==> src/rtl/systolic_job_sequencer.sv <==
// systolic_job_sequencer
//   Moore FSM that sequences one matrix-multiply job on systolic_array.
//   It drives the four array controls (restart_inputs, reset_accumulators,
//   copy_accumulator_values_to_out_queue, restart_out_queue), tells the
//   operand source when to stream, and then frames the serial result readout.
//
//   Job phases: IDLE -> LOAD (k_len*SLICES cycles) -> DRAIN (SLICES cycles)
//               -> COPY (1 cycle) -> READ (RESULTS cycles) -> IDLE
//
// Parameters
//   SLICES  array slices (W=SLICES, H=2*SLICES)
//   KW      width of k_len
//
// Ports
//   clk, reset          clock, synchronous active-high reset
//   start, k_len        job request and operand vector count (IDLE only)
//   in_ready            source presents one operand byte pair this cycle
//   restart_inputs, reset_accumulators,
//   copy_accumulator_values_to_out_queue, restart_out_queue
//                       systolic_array controls
//   out_valid, out_index array `out` holds result out_index this cycle
//   busy                not idle
//   done                one-cycle pulse on the last READ cycle

`ifndef COMPUTE_SLICES
`define COMPUTE_SLICES 4
`endif

module systolic_job_sequencer #(
  parameter  int SLICES  = `COMPUTE_SLICES,
  parameter  int KW      = 8,
  localparam int RESULTS = 2 * SLICES * SLICES,
  localparam int IW      = $clog2(RESULTS)
) (
  input  logic          clk,
  input  logic          reset,
  input  logic          start,
  input  logic [KW-1:0] k_len,
  output logic          in_ready,
  output logic          restart_inputs,
  output logic          reset_accumulators,
  output logic          copy_accumulator_values_to_out_queue,
  output logic          restart_out_queue,
  output logic          out_valid,
  output logic [IW-1:0] out_index,
  output logic          busy,
  output logic          done
);

  // Beat counter must hold k_len*SLICES-1 for the largest k_len.
  localparam int SW = (SLICES > 1) ? $clog2(SLICES) : 1;
  localparam int CW = KW + SW;

  localparam logic [CW-1:0] S_CW       = CW'(SLICES);
  localparam logic [CW-1:0] DRAIN_LAST = CW'(SLICES - 1);
  localparam logic [IW-1:0] LAST_IDX   = IW'(RESULTS - 1);
  localparam logic [IW-1:0] PRE_IDX    = IW'(RESULTS - 2);

  typedef enum logic [2:0] {
    IDLE,
    LOAD,
    DRAIN,
    COPY,
    READ
  } state_t;

  state_t          state;
  logic [CW-1:0]   cnt;
  logic [KW-1:0]   k_q;
  logic [CW-1:0]   load_last;

  always_comb begin
    load_last = '0;
    load_last = (CW'(k_q) * S_CW) - CW'(1);
  end

  // Outputs are registered: each transition loads the values that belong
  // to the state being entered, so they stay a pure function of state.
  always_ff @(posedge clk) begin
    if (reset) begin
      state                                <= IDLE;
      cnt                                  <= '0;
      k_q                                  <= '0;
      in_ready                             <= 1'b0;
      restart_inputs                       <= 1'b1;
      reset_accumulators                   <= 1'b1;
      copy_accumulator_values_to_out_queue <= 1'b0;
      restart_out_queue                    <= 1'b0;
      out_valid                            <= 1'b0;
      out_index                            <= '0;
      busy                                 <= 1'b0;
      done                                 <= 1'b0;
    end else begin
      case (state)
        IDLE: begin
          if (start && (k_len != '0)) begin
            state              <= LOAD;
            k_q                <= k_len;
            cnt                <= '0;
            in_ready           <= 1'b1;
            busy               <= 1'b1;
            restart_inputs     <= 1'b0;
            reset_accumulators <= 1'b0;
          end
        end

        LOAD: begin
          if (cnt == load_last) begin
            state    <= DRAIN;
            cnt      <= '0;
            in_ready <= 1'b0;
          end else begin
            cnt <= cnt + CW'(1);
          end
        end

        DRAIN: begin
          if (cnt == DRAIN_LAST) begin
            state                                <= COPY;
            cnt                                  <= '0;
            restart_inputs                       <= 1'b1;
            reset_accumulators                   <= 1'b1;
            copy_accumulator_values_to_out_queue <= 1'b1;
            restart_out_queue                    <= 1'b1;
          end else begin
            cnt <= cnt + CW'(1);
          end
        end

        COPY: begin
          state                                <= READ;
          restart_inputs                       <= 1'b0;
          reset_accumulators                   <= 1'b0;
          copy_accumulator_values_to_out_queue <= 1'b0;
          restart_out_queue                    <= 1'b0;
          out_valid                            <= 1'b1;
          out_index                            <= '0;
          done                                 <= (RESULTS == 1);
        end

        READ: begin
          if (out_index == LAST_IDX) begin
            state              <= IDLE;
            out_valid          <= 1'b0;
            out_index          <= '0;
            done               <= 1'b0;
            busy               <= 1'b0;
            restart_inputs     <= 1'b1;
            reset_accumulators <= 1'b1;
          end else begin
            out_index <= out_index + IW'(1);
            // done is registered, so it is raised one cycle ahead of the last index
            done      <= (out_index == PRE_IDX);
          end
        end

        default: begin
          state                                <= IDLE;
          cnt                                  <= '0;
          in_ready                             <= 1'b0;
          restart_inputs                       <= 1'b1;
          reset_accumulators                   <= 1'b1;
          copy_accumulator_values_to_out_queue <= 1'b0;
          restart_out_queue                    <= 1'b0;
          out_valid                            <= 1'b0;
          out_index                            <= '0;
          busy                                 <= 1'b0;
          done                                 <= 1'b0;
        end
      endcase
    end
  end

endmodule

==> config.mk <==
export PLATFORM = sky130hd
export DESIGN_NAME = systolic_job_sequencer
export DESIGN_NICKNAME = d
export VERILOG_FILES = /design/src/rtl/systolic_job_sequencer.sv
export SDC_FILE = /design/constraint.sdc
export NUM_CORES = 1
export LEC_CHECK = 0
export ABC_CLOCK_PERIOD_IN_PS = 5350
export CORE_MARGIN = 2
export CORE_UTILIZATION = 60
export CTS_CLUSTER_DIAMETER = 50
export CTS_CLUSTER_SIZE = 16
export DETAILED_ROUTE_END_ITERATION = 7
export PLACE_DENSITY = 0.92
export REMOVE_ABC_BUFFERS = 1
export SLEW_MARGIN = 10
export SYNTH_ARGS = -nofsm -noshare
export SYNTH_HDL_FRONTEND = slang
export SYNTH_SLANG_ARGS = --single-unit
==> constraint.sdc <==
create_clock -name clk -period 5.35 [get_ports clk]
set_input_delay 1.07 -clock clk [delete_from_list [all_inputs] [get_ports clk]]
set_output_delay 1.07 -clock clk [all_outputs]
set_load 0.01 [all_outputs]
After elaboration in Yosys (flattened, before gate mapping)
Cells that the tools add are included.
{"block": "word_totals", "regBits": 32, "in_bits": 11, "out_inout_bits": 13, "wordCells": 71}
{"block": "op_classes", "add_sub_neg": 3, "eq_ne": 12, "mux": 24, "n_bitwise": 6, "n_reduce_logical": 16}
{"operator": "$pmux 10 s4", "n": 1}
{"operator": "$mux 10", "n": 3}
{"operator": "$pmux 3 s5", "n": 1}
{"operator": "$mux 3", "n": 4}
{"operator": "$reduce_or 3->1", "n": 4}
{"operator": "$add 10x1->10 const B", "n": 1}
{"operator": "$eq 10x10->1", "n": 1}
{"operator": "$eq 10x2->1 const B", "n": 1}
{"operator": "$eq 5x5->1 const B", "n": 2}
{"operator": "$pmux 5 s2", "n": 1}
{"operator": "$sub 10x1->10 const B", "n": 1}
{"operator": "$pmux 1 s3", "n": 3}
{"operator": "$ne 2x2->1 const B", "n": 4}
{"operator": "$reduce_and 2->1", "n": 4}
{"operator": "$reduce_and 4->1", "n": 2}
{"operator": "$reduce_bool 8->1", "n": 1}
{"operator": "$mux 1", "n": 7}
{"operator": "$eq 3x2->1 const B", "n": 2}
{"operator": "$not 1->1", "n": 6}
{"operator": "$reduce_and 3->1", "n": 2}
{"operator": "$add 5x1->5 const B", "n": 1}
{"operator": "$mux 5", "n": 1}
{"operator": "$pmux 1 s5", "n": 1}
{"operator": "$pmux 1 s2", "n": 2}
{"operator": "other kinds (5)", "n": 5}

Depth between registers and ports, before layout
Gate-level depths: netlist of run 1.
{"block": "depth", "ltp_word": 4, "ltp_mapped": 11, "mapped_depth_nobuf": 8}

Worst setup path after synthesis of run 1
OpenSTA, ideal clock, no wires.
{"block": "synth_path", "path_type": "input port to flip-flop", "start": "input port k_len[4]", "end": "register cnt[4]", "setup_ns": 0.103, "t_arrival_ns": 2.525, "required_ns": 5.247, "setup_slack_ns": 2.722, "path_stages": 5, "n_path_buf": 0, "cell_sequence": "or4_1 o211ai_1 a21oi_1 and3_1 a2111oi_2"}
{"block": "synth_via", "elab_chain_len": 4}
{"item": "start, declared", "line": "38", "text": "input logic [KW-1:0] k_len,"}
{"item": "$reduce_bool 8->1", "line": "96", "text": "if (start && (k_len != '0)) begin"}
{"item": "$logic_and 1x1->1", "line": "96"}
{"item": "$ne 2x2->1 (no source line)"}
{"item": "$reduce_and 2->1 (no source line)"}
{"item": "end signal, assigned", "line": "113", "text": "cnt <= cnt + CW'(1);"}
{"item": "end signal, assigned", "line": "126", "text": "cnt <= cnt + CW'(1);"}
{"item": "end, declared", "line": "68", "text": "logic [CW-1:0] cnt;"}
Every way passes these cells.
A chain may end at the register's enable or synchronous reset.

==> impl_results.html, run 1 <==
<table>
<tr><th>Metric</th><th>Value</th></tr>
<tr><th colspan="2">Outcome</th></tr>
<tr><td>Outcome</td><td>completed</td></tr>
<tr><th colspan="2">Clock network</th></tr>
<tr><td>Clock Path Buffers</td><td>2</td></tr>
<tr><td>Insertion delay of the later-clocked pin in the worst-skew pair</td><td>0.35 ns</td></tr>
<tr><td>CTS resizes</td><td>0</td></tr>
<tr><td>TritonCTS clock tree</td><td>built</td></tr>
<tr><td>Number of setup buffers added after CTS</td><td>0</td></tr>
<tr><td>Number of levels the H-tree was split into</td><td>2</td></tr>
<tr><td>Number of CTS-inserted buffers</td><td>5</td></tr>
<tr><td>Hold-fix buffer count after cts</td><td>0</td></tr>
<tr><td>Cell at the root of the clock tree</td><td>clkbuf_4</td></tr>
<tr><td>Clock slew seen by the registers of the worst setup and hold paths</td><td>0.10 ns</td></tr>
<tr><td>TritonCTS Sinks</td><td>32</td></tr>
<tr><th colspan="2">Synth</th></tr>
<tr><td>Register bit total from synthesis</td><td>32</td></tr>
<tr><td>Largest cells by area after synthesis</td><td>dfxtp_1 (33%), nor2_1 (5.1%), nand2_1 (4.6%)</td></tr>
<tr><td>EDFF count, synth</td><td>0</td></tr>
<tr><td>Proportion of netlist area held by the largest area contributor</td><td>0.325</td></tr>
<tr><td>Most area-hungry cell type in the Yosys netlist</td><td>dfxtp_1</td></tr>
<tr><td>Per-instance average area after synthesis</td><td>8.08 um2</td></tr>
<tr><td>Summed instance area of the synthesized netlist</td><td>1970 um2</td></tr>
<tr><td>Synth warnings</td><td>0</td></tr>
<tr><td>Share of synthesized area occupied by flip-flops and latches</td><td>0.325</td></tr>
<tr><td>Distinct cell type count of the synthesized netlist</td><td>53</td></tr>
<tr><td>Number of instances in the synthesized netlist</td><td>244</td></tr>
<tr><td>Dominant register cell in the synthesized netlist</td><td>dfxtp_1</td></tr>
<tr><td>Proportion of register bits with asynchronous set or reset after synthesis</td><td>0</td></tr>
<tr><th colspan="2">GRT</th></tr>
<tr><td>Number of global-route vias before repair</td><td>1738</td></tr>
<tr><td>Largest net degree at the start of global routing</td><td>27</td></tr>
<tr><td>Antenna violations before repair</td><td>0</td></tr>
<tr><td>Residual overflow from global routing</td><td>0</td></tr>
<tr><td>First-pass GRT wire length</td><td>7620 um</td></tr>
<tr><td>Aggregate global-route resource usage</td><td>0.277</td></tr>
<tr><th colspan="2">Power and ir drop</th></tr>
<tr><td>Cell area power density</td><td>216 nW/um2</td></tr>
<tr><td>Total Power Consumption</td><td>481 uW</td></tr>
<tr><td>Worst vdd ir</td><td>156 uV</td></tr>
<tr><td>Leakage power of the design</td><td>0.823 nW</td></tr>
<tr><th colspan="2">Final layout</th></tr>
<tr><td>Layout Utilization</td><td>0.725</td></tr>
<tr><td># nets final</td><td>275</td></tr>
<tr><td>Antenna diodes</td><td>0</td></tr>
<tr><td>Final instance area</td><td>2230 um2</td></tr>
<tr><td>Share of cells above drive strength 1</td><td>0.0885</td></tr>
<tr><td>Synth-to-layout area growth</td><td>13.2%</td></tr>
<tr><th colspan="2">Hold path</th></tr>
<tr><td>Worst Min Path Start</td><td>busy$_SDFFE_PP0P_</td></tr>
<tr><td>Hold depth</td><td>2</td></tr>
<tr><td>Worst Hold End</td><td>busy$_SDFFE_PP0P_</td></tr>
<tr><td>Class of the tightest hold or removal check</td><td>reg2reg</td></tr>
<tr><th colspan="2">STA</th></tr>
<tr><td>Tightest Pin Transition</td><td>1.14 ns</td></tr>
<tr><td># setup viols final</td><td>0</td></tr>
<tr><td>Highest achievable clock rate</td><td>0.327 GHz</td></tr>
<tr><td>Max Clock Skew</td><td>0.0104 ns</td></tr>
<tr><td>Count of final max-slew check failures</td><td>0</td></tr>
<tr><td>Time the worst path needs with I/O delays and setup</td><td>3.06 ns</td></tr>
<tr><td>Total Negative Setup Slacks</td><td>0 ns</td></tr>
<tr><td>Final critical-path share of the clock period</td><td>0.572</td></tr>
<tr><td>Final count of hold timing violations</td><td>0</td></tr>
<tr><td>RSZ-0062 raised after global routing</td><td>no</td></tr>
<tr><td>Worst rel slew slack</td><td>0.233</td></tr>
<tr><th colspan="2">Route</th></tr>
<tr><td>Avg Vias per Cell</td><td>6.10</td></tr>
<tr><td>Via count</td><td>1853</td></tr>
<tr><td>First-pass detailed-route iteration total</td><td>5</td></tr>
<tr><td>DR iter-0 viols</td><td>149</td></tr>
<tr><td>Detailed-route DRC error count</td><td>0</td></tr>
<tr><td>Drt total wl</td><td>4630 um</td></tr>
<tr><td>Average routed wire per standard cell</td><td>15.2 um</td></tr>
<tr><td>DRT antenna net count</td><td>0</td></tr>
<tr><th colspan="2">Worst setup path</th></tr>
<tr><td>Crit path kind</td><td>in2reg</td></tr>
<tr><td>R2r startpoint</td><td>k_q[0]$_SDFFE_PP0P_</td></tr>
<tr><td>Data required time at the worst endpoint</td><td>5.57 ns</td></tr>
<tr><td>Cell family with the largest share of critical-path delay</td><td>buffers and inverters</td></tr>
<tr><td>Worst setup slack for register-to-register paths</td><td>2.53 ns</td></tr>
<tr><td>Maximum cell stage delay along the critical path</td><td>1.11 ns</td></tr>
<tr><td>Critical Path, Cell by Cell</td><td>clkdlybuf4s50_1, clkinv_1, nand2_1, nor2_1, a31oi_1, o21ai_0</td></tr>
<tr><td>Reg-to-Reg End</td><td>cnt[0]$_SDFFE_PP0P_</td></tr>
<tr><td>Sum of buffers and inverters on the critical path</td><td>2</td></tr>
<tr><td>Critical Path End Type</td><td>flip-flop</td></tr>
<tr><td>Register-to-Register Path Depth</td><td>8</td></tr>
<tr><td>Largest fanout on the critical path</td><td>26</td></tr>
<tr><td>Crit start category</td><td>input port</td></tr>
<tr><td>Data arrival at the endpoint of the critical path</td><td>3.28 ns</td></tr>
<tr><td>Cell with the biggest individual delay on the critical path</td><td>clkdlybuf4s50_1</td></tr>
<tr><th colspan="2">Placed design</th></tr>
<tr><td>Input/output buffers</td><td>23</td></tr>
<tr><td>Post-Place Cell Area</td><td>2170 um2</td></tr>
<tr><td>Half-perimeter wire length after placement</td><td>3280 um</td></tr>
<tr><td>Global placement routability congestion</td><td>0.884</td></tr>
<tr><th colspan="2">Floorplan</th></tr>
<tr><td>Core Box Area</td><td>3080 um2</td></tr>
<tr><td>Height of the die</td><td>61.3 um</td></tr>
<tr><td>X dimension of the die</td><td>61.3 um</td></tr>
<tr><td>Row count</td><td>20</td></tr>
<tr><td>Total Die Area</td><td>3760 um2</td></tr>
<tr><td>Number of top-level design ports</td><td>24</td></tr>
<tr><td>Starting utilization of the core area</td><td>0.640</td></tr>
<tr><th colspan="2">Flow run</th></tr>
<tr><td>Number of maximum-capacitance constraint violations</td><td>0</td></tr>
</table>
==> registers in the layout, summed over array words and instances (netlist names), 3 cells and up <==
signal	count
k_q	8
out_index	5
state	3
cnt	10
==> stage by stage <==
stage | setup slack, ns | cells | hold WS, ns
2_1_floorplan | 2.72 | 229 | 0.479
3_3_place_gp | 2.03 | 296 | 0.459
3_5_place_dp | 1.96 | 296 | 0.464
4_1_cts | 2.33 | 304 | 0.478
5_1_grt | 2.13 | 304 | 0.490
6_report | 2.29 | 304 | 0.476
==> power by group <==
part / leakage [nW] / switching [mW] / internal [mW]
Sequential: 0.260 / 0.0112 / 0.245
Clock: 0.0326 / 0.0836 / 0.0648
Combinational: 0.530 / 0.0388 / 0.0378
==> layer usage <==
metal,vias up,global-route usage,wire (um)
met5,-,0,0
met4,0,0.161,99
met3,10,0.0756,299
met2,70,0.438,2210
met1,862,0.336,2030
li1,911,-,-
==> synth_stat cells (all sizes together), types with 3 or more instances <==
cell type	count
ha	5
xor2	7
buf	8
a221oi	3
nor2	27
dfxtp	32
clkbuf	7
nand2	25
a211oi	3
a21oi	16
nor3	8
and3	4
nand3	11
a21o	4
nand4	4
inv	8
nor2b	3
o21ai	14
or2	3
o211ai	3
mux2i	8
a31oi	5
xnor2	4
==> cells by family after synthesis <==
family                     share of synthesized area
AOI/OAI and AO/OA                              0.239
xor gates and xnor gates                      0.0489
adders and majority gates                     0.0317
buffers and inverters                         0.0597
DFF                                            0.325
muxes                                         0.0483
and+or+nand+nor                                0.247
==> worst max-delay path by stage <==
| stage | slack (ns) | start | endpoint | cells after the start |
|---|---|---|---|---|
| CTS | 2.33 | reset | cnt[7]$_SDFFE_PP0P_ | 6 |
| detailed placement | 1.96 | reset | cnt[7]$_SDFFE_PP0P_ | 6 |
| global route | 2.13 | reset | cnt[7]$_SDFFE_PP0P_ | 6 |
| finish | 2.29 | reset | cnt[7]$_SDFFE_PP0P_ | 6 |
| global placement | 2.03 | reset | cnt[7]$_SDFFE_PP0P_ | 6 |
| floorplan | 2.72 | k_len[4] | cnt[4]$_SDFFE_PP0P_ | 5 |
==> cell usage in the layout (no fill, tap or decap), types with 2 or more instances in the layout <==
| cell | count |
|---|---|
| nand2b_1 | 2 |
| a21oi_1 | 16 |
| a21boi_0 | 2 |
| or3_1 | 2 |
| inv_1 | 8 |
| o21a_1 | 2 |
| a31oi_1 | 4 |
| clkbuf_1 | 2 |
| xnor2_1 | 4 |
| nor2b_1 | 3 |
| or2_2 | 3 |
| o41ai_1 | 2 |
| a21o_1 | 2 |
| mux2i_1 | 8 |
| o32ai_1 | 2 |
| nand3_1 | 11 |
| nor4b_1 | 2 |
| ha_1 | 5 |
| a211oi_1 | 2 |
| a221oi_1 | 2 |
| nor2_1 | 27 |
| a21o_2 | 2 |
| dfxtp_1 | 32 |
| nor3_1 | 8 |
| o21ai_0 | 14 |
| clkdlybuf4s50_1 | 23 |
| o211ai_1 | 2 |
| or4_1 | 2 |
| clkbuf_4 | 5 |
| and3_1 | 4 |
| a41oi_1 | 2 |
| xor2_1 | 7 |
| o21bai_1 | 2 |
| nand2_1 | 24 |
| nand4_1 | 4 |
==> worst register-to-register path, cell delays in order (launching register included) <==
cell and delay, ns:
dfxtp_1 0.49, inv_1 0.08, ha_1 0.31, o21bai_1 0.20
a211o_2 0.33, a21oi_1 0.16, o211ai_2 0.28, a21oi_1 0.64
o21ai_0 0.21
==> layout make-up <==
class	count	area (um2)
clock buffer	8	58.8
timing repair buffer	23	230
fill	241	847
multi-input combinational	188	1210
sequential	32	641
tap	44	55.1
inverter	9	33.8
No activity file was read; power rests on OpenSTA's default activity.
==> run 2, diff against run 1 <==
--- a/config.mk
+++ b/config.mk
@@ -5,13 +5,13 @@
 export SDC_FILE = /design/constraint.sdc
 export NUM_CORES = 1
 export LEC_CHECK = 0
-export ABC_CLOCK_PERIOD_IN_PS = 5350
+export ABC_CLOCK_PERIOD_IN_PS = 2700
 export CORE_MARGIN = 2
-export CORE_UTILIZATION = 60
+export CORE_UTILIZATION = 50
 export CTS_CLUSTER_DIAMETER = 50
 export CTS_CLUSTER_SIZE = 16
 export DETAILED_ROUTE_END_ITERATION = 7
-export PLACE_DENSITY = 0.92
+export PLACE_DENSITY = 0.83
 export REMOVE_ABC_BUFFERS = 1
 export SLEW_MARGIN = 10
 export SYNTH_ARGS = -nofsm -noshare
==> constraint.sdc (replaced) <==
create_clock -name clk -period 2.7 [get_ports clk]
set_input_delay 0.54 -clock clk [delete_from_list [all_inputs] [get_ports clk]]
set_output_delay 0.54 -clock clk [all_outputs]
set_load 0.01 [all_outputs]
==> run 2 against run 1 <==
  * Utilization is 8.8 points lower
  * Count of clock-buffer cells in the layout down 2
  * Sequential power increased by 98%
  * Combinational power increased by 120%
  * Sequential share of layout area down 1.7 points
  * Clock skew fell by 0.0031 ns
  * Non-clock buffer count is 11 higher
  * Largest cell class unchanged
==> impl_results.html, run 2 (synthesis results as in run 1) <==
<table>
<tr><th>Metric</th><th>Value</th></tr>
<tr><th colspan="2">Route</th></tr>
<tr><td>Via count</td><td>1876</td></tr>
<tr><td>Avg Vias per Cell</td><td>5.88</td></tr>
<tr><td>DRT antenna net count</td><td>0</td></tr>
<tr><td>Drt total wl</td><td>4820 um</td></tr>
<tr><td>Average routed wire per standard cell</td><td>15.1 um</td></tr>
<tr><td>First-pass detailed-route iteration total</td><td>5</td></tr>
<tr><td>Detailed-route DRC error count</td><td>0</td></tr>
<tr><td>DR iter-0 viols</td><td>172</td></tr>
<tr><th colspan="2">Clock network</th></tr>
<tr><td>Insertion delay of the later-clocked pin in the worst-skew pair</td><td>0.28 ns</td></tr>
<tr><td>Clock slew seen by the registers of the worst setup and hold paths</td><td>0.07 ns</td></tr>
<tr><td>Hold-fix buffer count after cts</td><td>0</td></tr>
<tr><td>Number of levels the H-tree was split into</td><td>2</td></tr>
<tr><td>CTS resizes</td><td>0</td></tr>
<tr><td>Number of setup buffers added after CTS</td><td>0</td></tr>
<tr><td>TritonCTS clock tree</td><td>built</td></tr>
<tr><td>Cell at the root of the clock tree</td><td>clkbuf_8</td></tr>
<tr><td>Number of CTS-inserted buffers</td><td>5</td></tr>
<tr><td>Clock Path Buffers</td><td>2</td></tr>
<tr><td>TritonCTS Sinks</td><td>32</td></tr>
<tr><th colspan="2">Final layout</th></tr>
<tr><td>Register ranked first by flip-flop count</td><td>cnt</td></tr>
<tr><td>Most common cell after layout, fill and taps aside</td><td>dfxtp_1</td></tr>
<tr><td>Final instance area</td><td>2370 um2</td></tr>
<tr><td>Most frequent cells in the layout</td><td>dfxtp_1 (32), nor2_1 (27), nand2_1 (24), clkdlybuf4s50_1 (23), a21oi_1 (16)</td></tr>
<tr><td>Share of cells above drive strength 1</td><td>0.129</td></tr>
<tr><td>FF+latch area</td><td>641 um2</td></tr>
<tr><td>Largest registers</td><td>cnt (10), k_q (8), out_index (5)</td></tr>
<tr><td># nets final</td><td>286</td></tr>
<tr><td>Multi-input gate area in the final layout</td><td>1210 um2</td></tr>
<tr><td># fillers</td><td>311</td></tr>
<tr><td>Synth-to-layout area growth</td><td>20.1%</td></tr>
<tr><td>Antenna diodes</td><td>0</td></tr>
<tr><td>Max reg flops</td><td>10</td></tr>
<tr><th colspan="2">STA</th></tr>
<tr><td>Total Negative Setup Slacks</td><td>0 ns</td></tr>
<tr><td># setup viols final</td><td>0</td></tr>
<tr><td>Final critical-path share of the clock period</td><td>0.882</td></tr>
<tr><td>Count of final max-slew check failures</td><td>0</td></tr>
<tr><td>RSZ-0062 raised after global routing</td><td>no</td></tr>
<tr><td>Final count of hold timing violations</td><td>0</td></tr>
<tr><td>Time the worst path needs with I/O delays and setup</td><td>2.38 ns</td></tr>
<tr><td>Tightest Pin Transition</td><td>1.08 ns</td></tr>
<tr><td>Highest achievable clock rate</td><td>0.420 GHz</td></tr>
<tr><td>Worst rel slew slack</td><td>0.271</td></tr>
<tr><td>Max Clock Skew</td><td>0.00729 ns</td></tr>
<tr><th colspan="2">Power and ir drop</th></tr>
<tr><td>Switching power of the nets</td><td>279 uW</td></tr>
<tr><td>Combinational fraction of design power</td><td>0.149</td></tr>
<tr><td>Internal power</td><td>845 uW</td></tr>
<tr><td>Leakage power of the design</td><td>0.900 nW</td></tr>
<tr><td>Worst vdd ir</td><td>337 uV</td></tr>
<tr><td>Share of total power in sequential cells</td><td>0.450</td></tr>
<tr><td>Clk network pwr share</td><td>0.401</td></tr>
<tr><td>Switching Share</td><td>0.248</td></tr>
<tr><td>Cell area power density</td><td>475 nW/um2</td></tr>
<tr><th colspan="2">Worst setup path</th></tr>
<tr><td>Crit path kind</td><td>reg2reg</td></tr>
<tr><td>Cell with the biggest individual delay on the critical path</td><td>mux2_4</td></tr>
<tr><td>Critical Path End Type</td><td>flip-flop</td></tr>
<tr><td>Largest fanout on the critical path</td><td>11</td></tr>
<tr><td>Crit start category</td><td>flip-flop</td></tr>
<tr><td>Worst setup path start</td><td>k_q[0]$_SDFFE_PP0P_</td></tr>
<tr><td>Maximum cell stage delay along the critical path</td><td>0.38 ns</td></tr>
<tr><td>Data arrival at the endpoint of the critical path</td><td>2.59 ns</td></tr>
<tr><td>Register-to-Register Path Depth</td><td>8</td></tr>
<tr><td>Data required time at the worst endpoint</td><td>2.90 ns</td></tr>
<tr><td>Critical Path, Cell by Cell</td><td>inv_1, ha_1, o21bai_1, a211o_2, a21oi_1, o211ai_2, mux2_4, a221oi_2</td></tr>
<tr><td>Reg-to-Reg End</td><td>in_ready$_SDFFE_PP0P_</td></tr>
<tr><td>Capturing instance or port of the critical path</td><td>in_ready$_SDFFE_PP0P_</td></tr>
<tr><td>R2r startpoint</td><td>k_q[0]$_SDFFE_PP0P_</td></tr>
<tr><td>Worst setup slack for register-to-register paths</td><td>0.32 ns</td></tr>
<tr><th colspan="2">GRT</th></tr>
<tr><td>First-pass GRT wire length</td><td>7790 um</td></tr>
<tr><td>Number of global-route vias before repair</td><td>1721</td></tr>
<tr><td>Residual overflow from global routing</td><td>0</td></tr>
<tr><td>Aggregate global-route resource usage</td><td>0.230</td></tr>
<tr><td>Antenna violations before repair</td><td>0</td></tr>
<tr><td>Largest net degree at the start of global routing</td><td>20</td></tr>
<tr><th colspan="2">Outcome</th></tr>
<tr><td>Outcome</td><td>completed</td></tr>
<tr><th colspan="2">Placed design</th></tr>
<tr><td>Half-perimeter wire length after placement</td><td>3400 um</td></tr>
<tr><td>Post-Place Cell Area</td><td>2260 um2</td></tr>
<tr><td>Global placement routability congestion</td><td>0.828</td></tr>
<tr><td>Input/output buffers</td><td>23</td></tr>
<tr><th colspan="2">Flow run</th></tr>
<tr><td>Number of maximum-capacitance constraint violations</td><td>0</td></tr>
<tr><th colspan="2">Floorplan</th></tr>
<tr><td>Total Die Area</td><td>4460 um2</td></tr>
<tr><td>Row count</td><td>22</td></tr>
<tr><td>X dimension of the die</td><td>66.8 um</td></tr>
<tr><td>Height of the die</td><td>66.8 um</td></tr>
<tr><td>Starting utilization of the core area</td><td>0.530</td></tr>
<tr><td>Core Box Area</td><td>3720 um2</td></tr>
<tr><td>Number of top-level design ports</td><td>24</td></tr>
<tr><th colspan="2">Hold path</th></tr>
<tr><td>Class of the tightest hold or removal check</td><td>reg2reg</td></tr>
<tr><td>Hold depth</td><td>2</td></tr>
</table>
run 2: cell types whose count changed in the layout (fill, tap and decap cells not counted):
cell / delta
clkbuf_1: -1
clkbuf_8: +4
clkinv_2: +1
bufinv_16: +1
buf_4: +11
clkbuf_4: -5
run 2: critical path: cells and delay by family, from the launching register on:
kind | cells | cell delay (ns)
mux | 1 | 0.38
buf+inv | 1 | 0.05
compound gates | 5 | 1.22
fa+ha+maj | 1 | 0.30
flops | 1 | 0.34
run 2: how the worst min path moves through the flow:
stage	from	to
finish	out_valid$_SDFFE_PP0P_	out_valid$_SDFFE_PP0P_
global route	out_valid$_SDFFE_PP0P_	out_valid$_SDFFE_PP0P_
CTS	busy$_SDFFE_PP0P_	busy$_SDFFE_PP0P_
detailed placement	busy$_SDFFE_PP0P_	busy$_SDFFE_PP0P_
global placement	busy$_SDFFE_PP0P_	busy$_SDFFE_PP0P_
floorplan	cnt[1]$_SDFFE_PP0P_	cnt[1]$_SDFFE_PP0P_
run 2: area by class of cell:
cell class	instances	area share
Clock buffer	6	0.0307
Clock inverter	2	0.0148
Inverter	9	0.0143
Multi-Input combinational cell	188	0.512
Sequential cell	32	0.271
Tap cell	48	0.0254
Timing Repair Buffer	34	0.132
run 2: stage by stage:
stage	power [mW]	worst slack (ns)	hold slack, ns	std cells	util
after floorplan	0.612	0.401	0.479	229	-
after global placement	0.676	0.0710	0.459	311	0.608
after detailed placement	0.681	0.0655	0.468	311	0.608
after CTS	1.12	0.344	0.478	319	0.637
after global routing	1.17	0.158	0.494	319	0.637
final	1.12	0.317	0.477	319	0.637
run 2: per-layer routing:
layer  global-route usage  vias to the layer above  routed length (um)
met5                    0                        -                   0
met4               0.0714                        0                  63
met3               0.0608                        6                 201
met2                0.384                       42                2280
met1                0.289                      899                2280
li1                     -                      929                   -
run 2: power by group through the flow:
| stage | logic (mW) | clock network (mW) | registers [mW] |
|---|---|---|---|
| 6_report | 0.167 | 0.451 | 0.506 |
| 4_1_cts | 0.167 | 0.451 | 0.505 |
| 2_1_floorplan | 0.0965 | 0 | 0.516 |
| 5_1_grt | 0.184 | 0.478 | 0.508 |
| 3_5_place_dp | 0.165 | 0 | 0.516 |
| 3_3_place_gp | 0.161 | 0 | 0.515 |
==> run 3, diff against run 2 <==
--- a/config.mk
+++ b/config.mk
@@ -6,6 +6,8 @@
 export NUM_CORES = 1
 export LEC_CHECK = 0
 export ABC_CLOCK_PERIOD_IN_PS = 2700
+export CAP_MARGIN = 20
+export CORE_ASPECT_RATIO = 1.2
 export CORE_MARGIN = 2
 export CORE_UTILIZATION = 50
 export CTS_CLUSTER_DIAMETER = 50
==> run 3 against run 2 <==
  * Wire length shrank 4.1%
  * Clock skew up 0.0045 ns
  * Critical endpoint is now state[1]$_SDFFE_PP0P_
  * Die area hardly changed
  * Clock power fell by 23%
  * Critical path type unchanged
  * Highest routed layer unchanged
==> impl_results.html, run 3 (synthesis results as in run 1) <==
<table>
<tr><th>Metric</th><th>Value</th></tr>
<tr><th colspan="2">Worst setup path</th></tr>
<tr><td>Crit path kind</td><td>reg2reg</td></tr>
<tr><td>Data arrival at the endpoint of the critical path</td><td>2.72 ns</td></tr>
<tr><td>Largest fanout on the critical path</td><td>11</td></tr>
<tr><td>Critical Path End Type</td><td>flip-flop</td></tr>
<tr><td>Crit start category</td><td>flip-flop</td></tr>
<tr><td>Data required time at the worst endpoint</td><td>2.90 ns</td></tr>
<tr><th colspan="2">Clock network</th></tr>
<tr><td>Insertion delay of the later-clocked pin in the worst-skew pair</td><td>0.29 ns</td></tr>
<tr><td>Clock Path Buffers</td><td>2</td></tr>
<tr><td>Number of CTS-inserted buffers</td><td>5</td></tr>
<tr><td>Clock slew seen by the registers of the worst setup and hold paths</td><td>0.07 ns</td></tr>
<tr><td>TritonCTS Sinks</td><td>32</td></tr>
<tr><td>Cell at the root of the clock tree</td><td>clkbuf_8</td></tr>
<tr><td>Hold-fix buffer count after cts</td><td>0</td></tr>
<tr><td>TritonCTS clock tree</td><td>built</td></tr>
<tr><td>Number of levels the H-tree was split into</td><td>2</td></tr>
<tr><td>Number of setup buffers added after CTS</td><td>0</td></tr>
<tr><th colspan="2">Route</th></tr>
<tr><td>DRT antenna net count</td><td>0</td></tr>
<tr><td>Detailed-route DRC error count</td><td>0</td></tr>
<tr><td>Average routed wire per standard cell</td><td>14.3 um</td></tr>
<tr><td>Drt total wl</td><td>4630 um</td></tr>
<tr><td>Via count</td><td>1873</td></tr>
<tr><td>First-pass detailed-route iteration total</td><td>6</td></tr>
<tr><td>Avg Vias per Cell</td><td>5.80</td></tr>
<tr><td>DR iter-0 viols</td><td>47</td></tr>
<tr><th colspan="2">Final layout</th></tr>
<tr><td>Final instance area</td><td>2340 um2</td></tr>
<tr><td>Antenna diodes</td><td>0</td></tr>
<tr><td>Synth-to-layout area growth</td><td>18.9%</td></tr>
<tr><td>Share of cells above drive strength 1</td><td>0.123</td></tr>
<tr><td>Most common cell after layout, fill and taps aside</td><td>dfxtp_1</td></tr>
<tr><td>Register ranked first by flip-flop count</td><td>cnt</td></tr>
<tr><td>Largest registers</td><td>cnt (10), k_q (8), out_index (5)</td></tr>
<tr><td># fillers</td><td>356</td></tr>
<tr><td>Number of non-filler instances in the completed layout</td><td>323</td></tr>
<tr><td>Layout Utilization</td><td>0.609</td></tr>
<tr><td>Most frequent cells in the layout</td><td>dfxtp_1 (32), nor2_1 (27), nand2_1 (24), clkdlybuf4s50_1 (23), a21oi_1 (16)</td></tr>
<tr><td>Max reg flops</td><td>10</td></tr>
<tr><td># nets final</td><td>285</td></tr>
<tr><th colspan="2">Placed design</th></tr>
<tr><td>Global placement routability congestion</td><td>0.870</td></tr>
<tr><td>Number of placed instances with taps included</td><td>315</td></tr>
<tr><td>Post-Place Cell Area</td><td>2250 um2</td></tr>
<tr><td>Half-perimeter wire length after placement</td><td>3430 um</td></tr>
<tr><td>Input/output buffers</td><td>23</td></tr>
<tr><td>Place WS</td><td>0.0325 ns</td></tr>
<tr><th colspan="2">Power and ir drop</th></tr>
<tr><td>Leakage power of the design</td><td>0.876 nW</td></tr>
<tr><td>Total Power Consumption</td><td>1.02 mW</td></tr>
<tr><td>Worst vdd ir</td><td>225 uV</td></tr>
<tr><td>Cell area power density</td><td>436 nW/um2</td></tr>
<tr><th colspan="2">GRT</th></tr>
<tr><td>Antenna violations before repair</td><td>0</td></tr>
<tr><td>Aggregate global-route resource usage</td><td>0.232</td></tr>
<tr><td>First-pass GRT wire length</td><td>7870 um</td></tr>
<tr><td>Largest net degree at the start of global routing</td><td>26</td></tr>
<tr><td>Number of global-route vias before repair</td><td>1795</td></tr>
<tr><td>Residual overflow from global routing</td><td>0</td></tr>
<tr><th colspan="2">Floorplan</th></tr>
<tr><td>Row count</td><td>25</td></tr>
<tr><td>Core Box Area</td><td>3850 um2</td></tr>
<tr><td>X dimension of the die</td><td>61.3 um</td></tr>
<tr><td>Total Die Area</td><td>4460 um2</td></tr>
<tr><td>Height of the die</td><td>72.8 um</td></tr>
<tr><td>Number of top-level design ports</td><td>24</td></tr>
<tr><td>Starting utilization of the core area</td><td>0.512</td></tr>
<tr><th colspan="2">Hold path</th></tr>
<tr><td>Class of the tightest hold or removal check</td><td>reg2reg</td></tr>
<tr><th colspan="2">STA</th></tr>
<tr><td>Final critical-path share of the clock period</td><td>0.935</td></tr>
<tr><td>Highest achievable clock rate</td><td>0.396 GHz</td></tr>
<tr><td>RSZ-0062 raised after global routing</td><td>no</td></tr>
<tr><td>Count of final max-slew check failures</td><td>0</td></tr>
<tr><td># setup viols final</td><td>0</td></tr>
<tr><td>Final count of hold timing violations</td><td>0</td></tr>
<tr><td>Worst hold margin</td><td>0.479 ns</td></tr>
<tr><td>Total Negative Setup Slacks</td><td>0 ns</td></tr>
<tr><td>Tightest Pin Transition</td><td>0.619 ns</td></tr>
<tr><td>Max Clock Skew</td><td>0.0118 ns</td></tr>
<tr><td>Least setup slack across all paths after layout</td><td>0.176 ns</td></tr>
<tr><td>Time the worst path needs with I/O delays and setup</td><td>2.52 ns</td></tr>
<tr><td>Worst rel slew slack</td><td>0.583</td></tr>
<tr><th colspan="2">Outcome</th></tr>
<tr><td>Outcome</td><td>completed</td></tr>
<tr><th colspan="2">Flow run</th></tr>
<tr><td>Number of maximum-capacitance constraint violations</td><td>0</td></tr>
</table>
-- run 3: changes by cell type in the layout (fill, tap and decap cells not counted), sizes merged --
cell | previous run | this run
buf | 11 | 10
bufinv | 1 | 0
-- run 3: what timing repair did --
action / 4_1_cts / 5_1_grt
resized for setup: 0 / 1
endpoints found under the hold margin: 0 / 0
setup endpoints to repair: 0 / 1
-- run 3: where the power goes --
part | leakage (nW) | total [mW] | switching [mW] | internal (mW)
Combinational | 0.574 | 0.167 | 0.0829 | 0.0844
Sequential | 0.260 | 0.507 | 0.0202 | 0.486
Clock | 0.0410 | 0.349 | 0.174 | 0.175
-- run 3: area by class of cell --
type	instances	area, um2	share of cell area
tap	54	67.6	0.0288
inverter	9	33.8	0.0144
clock inverter	1	5.00	0.00214
timing repair buffer	33	303	0.129
sequential	32	641	0.273
multi-input combinational	188	1220	0.521
clock buffer	6	72.6	0.0310
-- run 3: path summary, 6_finish.rpt --
check                      startpoint                    end  slack [ns]  cells after the start
setup reg to reg  k_q[1]$_SDFFE_PP0P_  state[1]$_SDFFE_PP0P_        0.18                      8
setup / recovery  k_q[1]$_SDFFE_PP0P_  state[1]$_SDFFE_PP0P_        0.18                      8
hold / removal      busy$_SDFFE_PP0P_      busy$_SDFFE_PP0P_        0.48                      2
hold reg to reg     busy$_SDFFE_PP0P_      busy$_SDFFE_PP0P_        0.48                      2
-- run 3: critical path: stages (launching register included) --
cell and delay [ns]:
dfxtp_1 0.45, inv_1 0.07, ha_1 0.31, o21bai_1 0.22, a211o_2 0.33, a21oi_1 0.25, o211ai_4 0.21, or3_1 0.38
a211oi_2 0.22
-- run 3: per-layer routing --
metal | share of wire | GRT usage
met1 | 0.41 | 0.257
met2 | 0.52 | 0.411
met3 | 0.049 | 0.0461
met4 | 0.018 | 0.104
met5 | 0 | 0
==> RTL change 1: new RTL, config.mk and constraints of run 3 <==
Encoding of `state_t`: now one-hot (5 bits for 5 states).
--- a/src/rtl/systolic_job_sequencer.sv
+++ b/src/rtl/systolic_job_sequencer.sv
@@ -57,10 +57,10 @@
   localparam logic [IW-1:0] PRE_IDX    = IW'(RESULTS - 2);
 
-  typedef enum logic [2:0] {
-    IDLE,
-    LOAD,
-    DRAIN,
-    COPY,
-    READ
+  typedef enum logic [4:0] {
+    IDLE  = 5'b00001,
+    LOAD  = 5'b00010,
+    DRAIN = 5'b00100,
+    COPY  = 5'b01000,
+    READ  = 5'b10000
   } state_t;
 
Function: same outputs for any inputs over 10 cycles, from zero or initial values and one cycle with reset high; not proved beyond that.
==> RTL change 1 against run 3 <==
  * Area after synthesis is 6.3% lower
  * Final area shrank 6.8%
  * Wire length shrank 14%
  * Setup slack gained 0.13 ns
  * Critical path type unchanged
  * Die area decreased by 6.0%
  * Utilization up 0.19 points
  * Largest cell class unchanged
  * Sequential cell count grew 2
Power is not compared: it rests on default switching activity, and its combinational part moved more than twofold at a synthesized area within 25%.
==> RTL change 1: results (changes against run 3) <==
metric;value;unit;change
reg2reg_from;k_q[0];;
cts_max_level;2;;unchanged
place_area;2090;um2;-7.3%
clkTransAtPathRegs;0.07;ns;about the same
worstMarginPinSlew;0.603;ns;-0.0159 ns
fin_tns_setup;0;ns;unchanged
wl_per_cell;14.5;um;+1.1%
nNetsFinal;251;;-12%
portBuffers;23;;unchanged
first_pass_iters;4;;-2
r2r_end;cnt[6];;
drtIter0Drc;55;;+17%
cts-resized-gates;0;;unchanged
p_leak;0.000829;uW;
synthArstFlopShare;0;%;unchanged
nFillCells;317;;-11%
skew;0.0118;ns;+0.0000464 ns
ys_seq_area_share;36.9;%;+4.4 points
antenna_found_initial;0;;unchanged
crit_path_start_kind;register;;
place.gp.congestion;0.761;;-13%
grt_pass1_wl;7.03;mm;-11%
synthTopCellsByArea;dfxtp_1 37%, xnor2_1 7.1%, nor2_1 5.5%;;
dp_hpwl;2.91;mm;-15%
yosysUniqueCellTypes;45;;-15%
synthFlopType;dfxtp_1;;
yosysWarnings;0;;unchanged
r2r_slack;0.31;ns;+0.13 ns
gr-usage-all-layers;21.9;%;-1.2 points
synth_commonest_cells;34 x dfxtp_1, 27 x nor2_1, 15 x a21oi_1, 15 x xnor2_1, 12 x nand3_1;;
end_kind;register;;
post_cts_buffers;0;;unchanged
grt_max_degree;24;;-7.7%
diodes;0;;unchanged
detail_route.vias_per_cell;5.89;;+1.7%
drive_above_1_share;8.90;%;-3.4 points
clock_path_buffers;2;;unchanged
grt_pass1_vias;1484;;-17%
cp_max_fo;13;;+2
hold_path.class;register to register;;
root_buffer;clkbuf_8;;
cts_buffers;5;;unchanged
largestRegisters;cnt x10, k_q x8;;
crit_arrival;2.62;ns;-0.10 ns
status;complete, no violations;;
rr_worst_depth;9;;+1
## RTL change 1: final cells by class
type,instances,area [um2],area share [%]
multi-input cells,163,1090,50.1
flip-flops and latches,34,681,31.2
repair buffers,24,238,10.9
clock buffers,6,82.6,3.78
well taps,39,48.8,2.23
inverters,7,26.3,1.20
clock inverters,2,12.5,0.573
## RTL change 1: per-layer routing
metal	part of all wire, %	up-vias	GRT usage (%)
li1	-	794	-
met2	50	39	34.4
met5	0	-	0
met4	2.6	0	11.1
met1	43	776	27.1
met3	4.3	12	5.85
## RTL change 1: cells by family (layout without fill, tap and decap cells)
logic type	count (synthesis)	after routing	synth area share (%)
compound gates	42	42	16.3
simple gates	88	88	25.8
buf+inv	14	39	3.80
mux	8	8	4.34
xor+xnor	20	20	9.49
flops	34	34	36.9
fa+ha+maj	5	5	3.39
## RTL change 1: worst max-delay path, cell delays in order, from the launching register on
cell,delay (ns)
dfxtp_1,0.38
inv_1,0.09
ha_1,0.29
nor3b_1,0.27
xnor2_1,0.15
nor4_1,0.09
and3_1,0.20
a221oi_4,0.55
nand2b_1,0.13
a31oi_1,0.17
## RTL change 1: power by group
group / total [uW] / internal (uW) / switching, uW
Sequential: 641 / 567 / 74.6
Combinational: 564 / 281 / 283
Clock: 405 / 205 / 200
Total: 1610 / 1050 / 558
## RTL change 1: how the worst min path moves through the flow
stage                      endpoint  slack [ns]  cells after the start  startpoint
final                     out_valid        0.50                      1   out_valid
after global routing      out_valid        0.52                      1   out_valid
after CTS                 out_valid        0.50                      1   out_valid
after detailed placement  out_valid        0.48                      1   out_valid
after global placement    out_valid        0.46                      1   out_valid
after floorplan              cnt[5]        0.48                      1      cnt[5]
## RTL change 1: metrics by stage
step / hold slack [ns] / power (uW) / setup slack, ns / std cells
after floorplan: 0.478 / 1030 / 0.652 / 204
after detailed placement: 0.482 / 1220 / 0.0871 / 267
after CTS: 0.499 / 1620 / 0.298 / 275
after global placement: 0.456 / 1200 / 0.162 / 267
after global routing: 0.515 / 1720 / 0.0693 / 275
final: 0.499 / 1610 / 0.311 / 275
==> RTL change 2: new RTL, settings of run 3 <==
Without the edit above. Change the macro `COMPUTE_SLICES` from 4 to 8.
--- a/src/rtl/systolic_job_sequencer.sv
+++ b/src/rtl/systolic_job_sequencer.sv
@@ -24,5 +24,5 @@
 
 `ifndef COMPUTE_SLICES
-`define COMPUTE_SLICES 4
+`define COMPUTE_SLICES 8
 `endif
 
Interface: changed (resized out_index); port bits go from 24 to 26. No check against the original RTL was run, so the function may have changed too.
==> RTL change 2 against run 3 <==
  * Area after synthesis shrank 2.5%
  * Final area shrank 1.2%
  * Sequential cell count grew 3
  * Largest cell class unchanged
  * Wire length shrank 8.6%
  * Non-clock buffer count shrank 2
  * Setup slack gained 0.20 ns
  * Critical endpoint is now cnt[5]
Power is not compared: it rests on default switching activity, and its combinational part moved more than twofold at a synthesized area within 25%.
==> RTL change 2: results (changes against run 3) <==
metric;value;unit;change
crit_path_start;k_len[3];;
holdCritStartpoint;out_valid;;
rr_worst_depth;8;;unchanged
vias;1778;;-5.1%
grt_max_degree;15;;-42%
grt_pass1_wl;7.16;mm;-9.0%
synthTopCellsByArea;dfxtp_1 36%, a21oi_1 6.8%, nand2_1 6.6%;;
first_pass_iters;4;;-2
r2r_slack;0.45;ns;+0.27 ns
wirelength;4.23;mm;-8.6%
skew;0.0119;ns;+0.000171 ns
yosysUniqueCellTypes;43;;-19%
worstMarginPinSlew;0.590;ns;-0.0287 ns
cp_max_fo;7;;-4
ys_seq_area_share;36.5;%;+4.0 points
drive_above_1_share;7.84;%;-4.4 points
largest_register_ffs;11;;+1
diodes;0;;unchanged
grt_pass1_vias;1693;;-5.7%
crit_arrival;2.50;ns;-0.22 ns
hold_end;out_valid;;
reg2reg_from;k_q[0];;
largestRegisters;cnt x11, k_q x8, out_index x7;;
drtIter0Drc;77;;+64%
r2r_end;cnt[8];;
status;complete, no violations;;
yosys.area.top_type_share;36.5;%;+4.0 points
place_area;2220;um2;-1.6%
dp_hpwl;3.14;mm;-8.4%
portBuffers;25;;+8.7%
synth_commonest_cells;35 x dfxtp_1, 34 x nand2_1, 27 x nor2_1;;
clock_path_buffers;2;;unchanged
gr-usage-all-layers;21.4;%;-1.8 points
cts_buffers;5;;unchanged
nNetsFinal;282;;-1.1%
place.gp.congestion;0.821;;-5.6%
[RTL change 2: power groups by stage]
stage	logic [uW]	clock network [uW]	registers (uW)
after global routing	621	433	665
after detailed placement	557	0	667
after floorplan	374	0	660
final	560	402	657
after CTS	561	411	656
after global placement	548	0	666
[RTL change 2: cell families after synthesis]
logic type	share of synthesized area, %
buffers and inverters	4.75
flip-flops	36.5
AO/OA/AOI/OAI	19.8
adder cells (fa/ha/maj)	2.60
XOR/XNOR	9.11
AND/OR/NAND/NOR	27.3
[RTL change 2: layer usage]
| layer | part of all wire, % | wire length (um) | GRT usage, % |
|---|---|---|---|
| met1 | 44 | 1870 | 24.2 |
| met2 | 51 | 2150 | 38.7 |
| met3 | 3.6 | 154 | 4.28 |
| met4 | 1.1 | 46 | 7.49 |
| met5 | 0 | 0 | 0 |
[RTL change 2: worst max-delay path: stages]
cell and delay [ns]:
clkdlybuf4s50_1 0.41, or4_1 0.58, o211ai_1 0.24, a21boi_1 0.22
nand4_1 0.24, nor2_1 0.08, xnor2_1 0.14, nor2_1 0.05
[RTL change 2: metrics by stage]
step | cells | worst slack [ns] | hold slack, ns | utilization, % | power, uW
final | 320 | 0.379 | 0.463 | 63.2 | 1620
after global routing | 320 | 0.215 | 0.491 | 63.2 | 1720
after CTS | 320 | 0.370 | 0.468 | 63.2 | 1630
after detailed placement | 312 | 0.105 | 0.460 | 60.5 | 1220
after global placement | 312 | 0.164 | 0.446 | 60.5 | 1210
after floorplan | 229 | 0.572 | 0.443 | - | 1030
[RTL change 2: layout make-up]
class	count	area (um2)
fillers	340	1350
flip-flops and latches	35	701
repair buffers	31	295
clock inverters	2	16.3
multi-input cells	187	1130
well taps	52	65.1
inverters	7	26.3
clock buffers	6	82.6
[RTL change 2: worst max path at each step]
stage / slack (ns) / cells past startpoint / to
2_1_floorplan: 0.57 / 7 / cnt[0]
5_1_grt: 0.22 / 8 / cnt[9]
3_3_place_gp: 0.16 / 8 / cnt[5]
3_5_place_dp: 0.10 / 8 / cnt[5]
6_report: 0.38 / 8 / cnt[5]
4_1_cts: 0.37 / 8 / cnt[5]
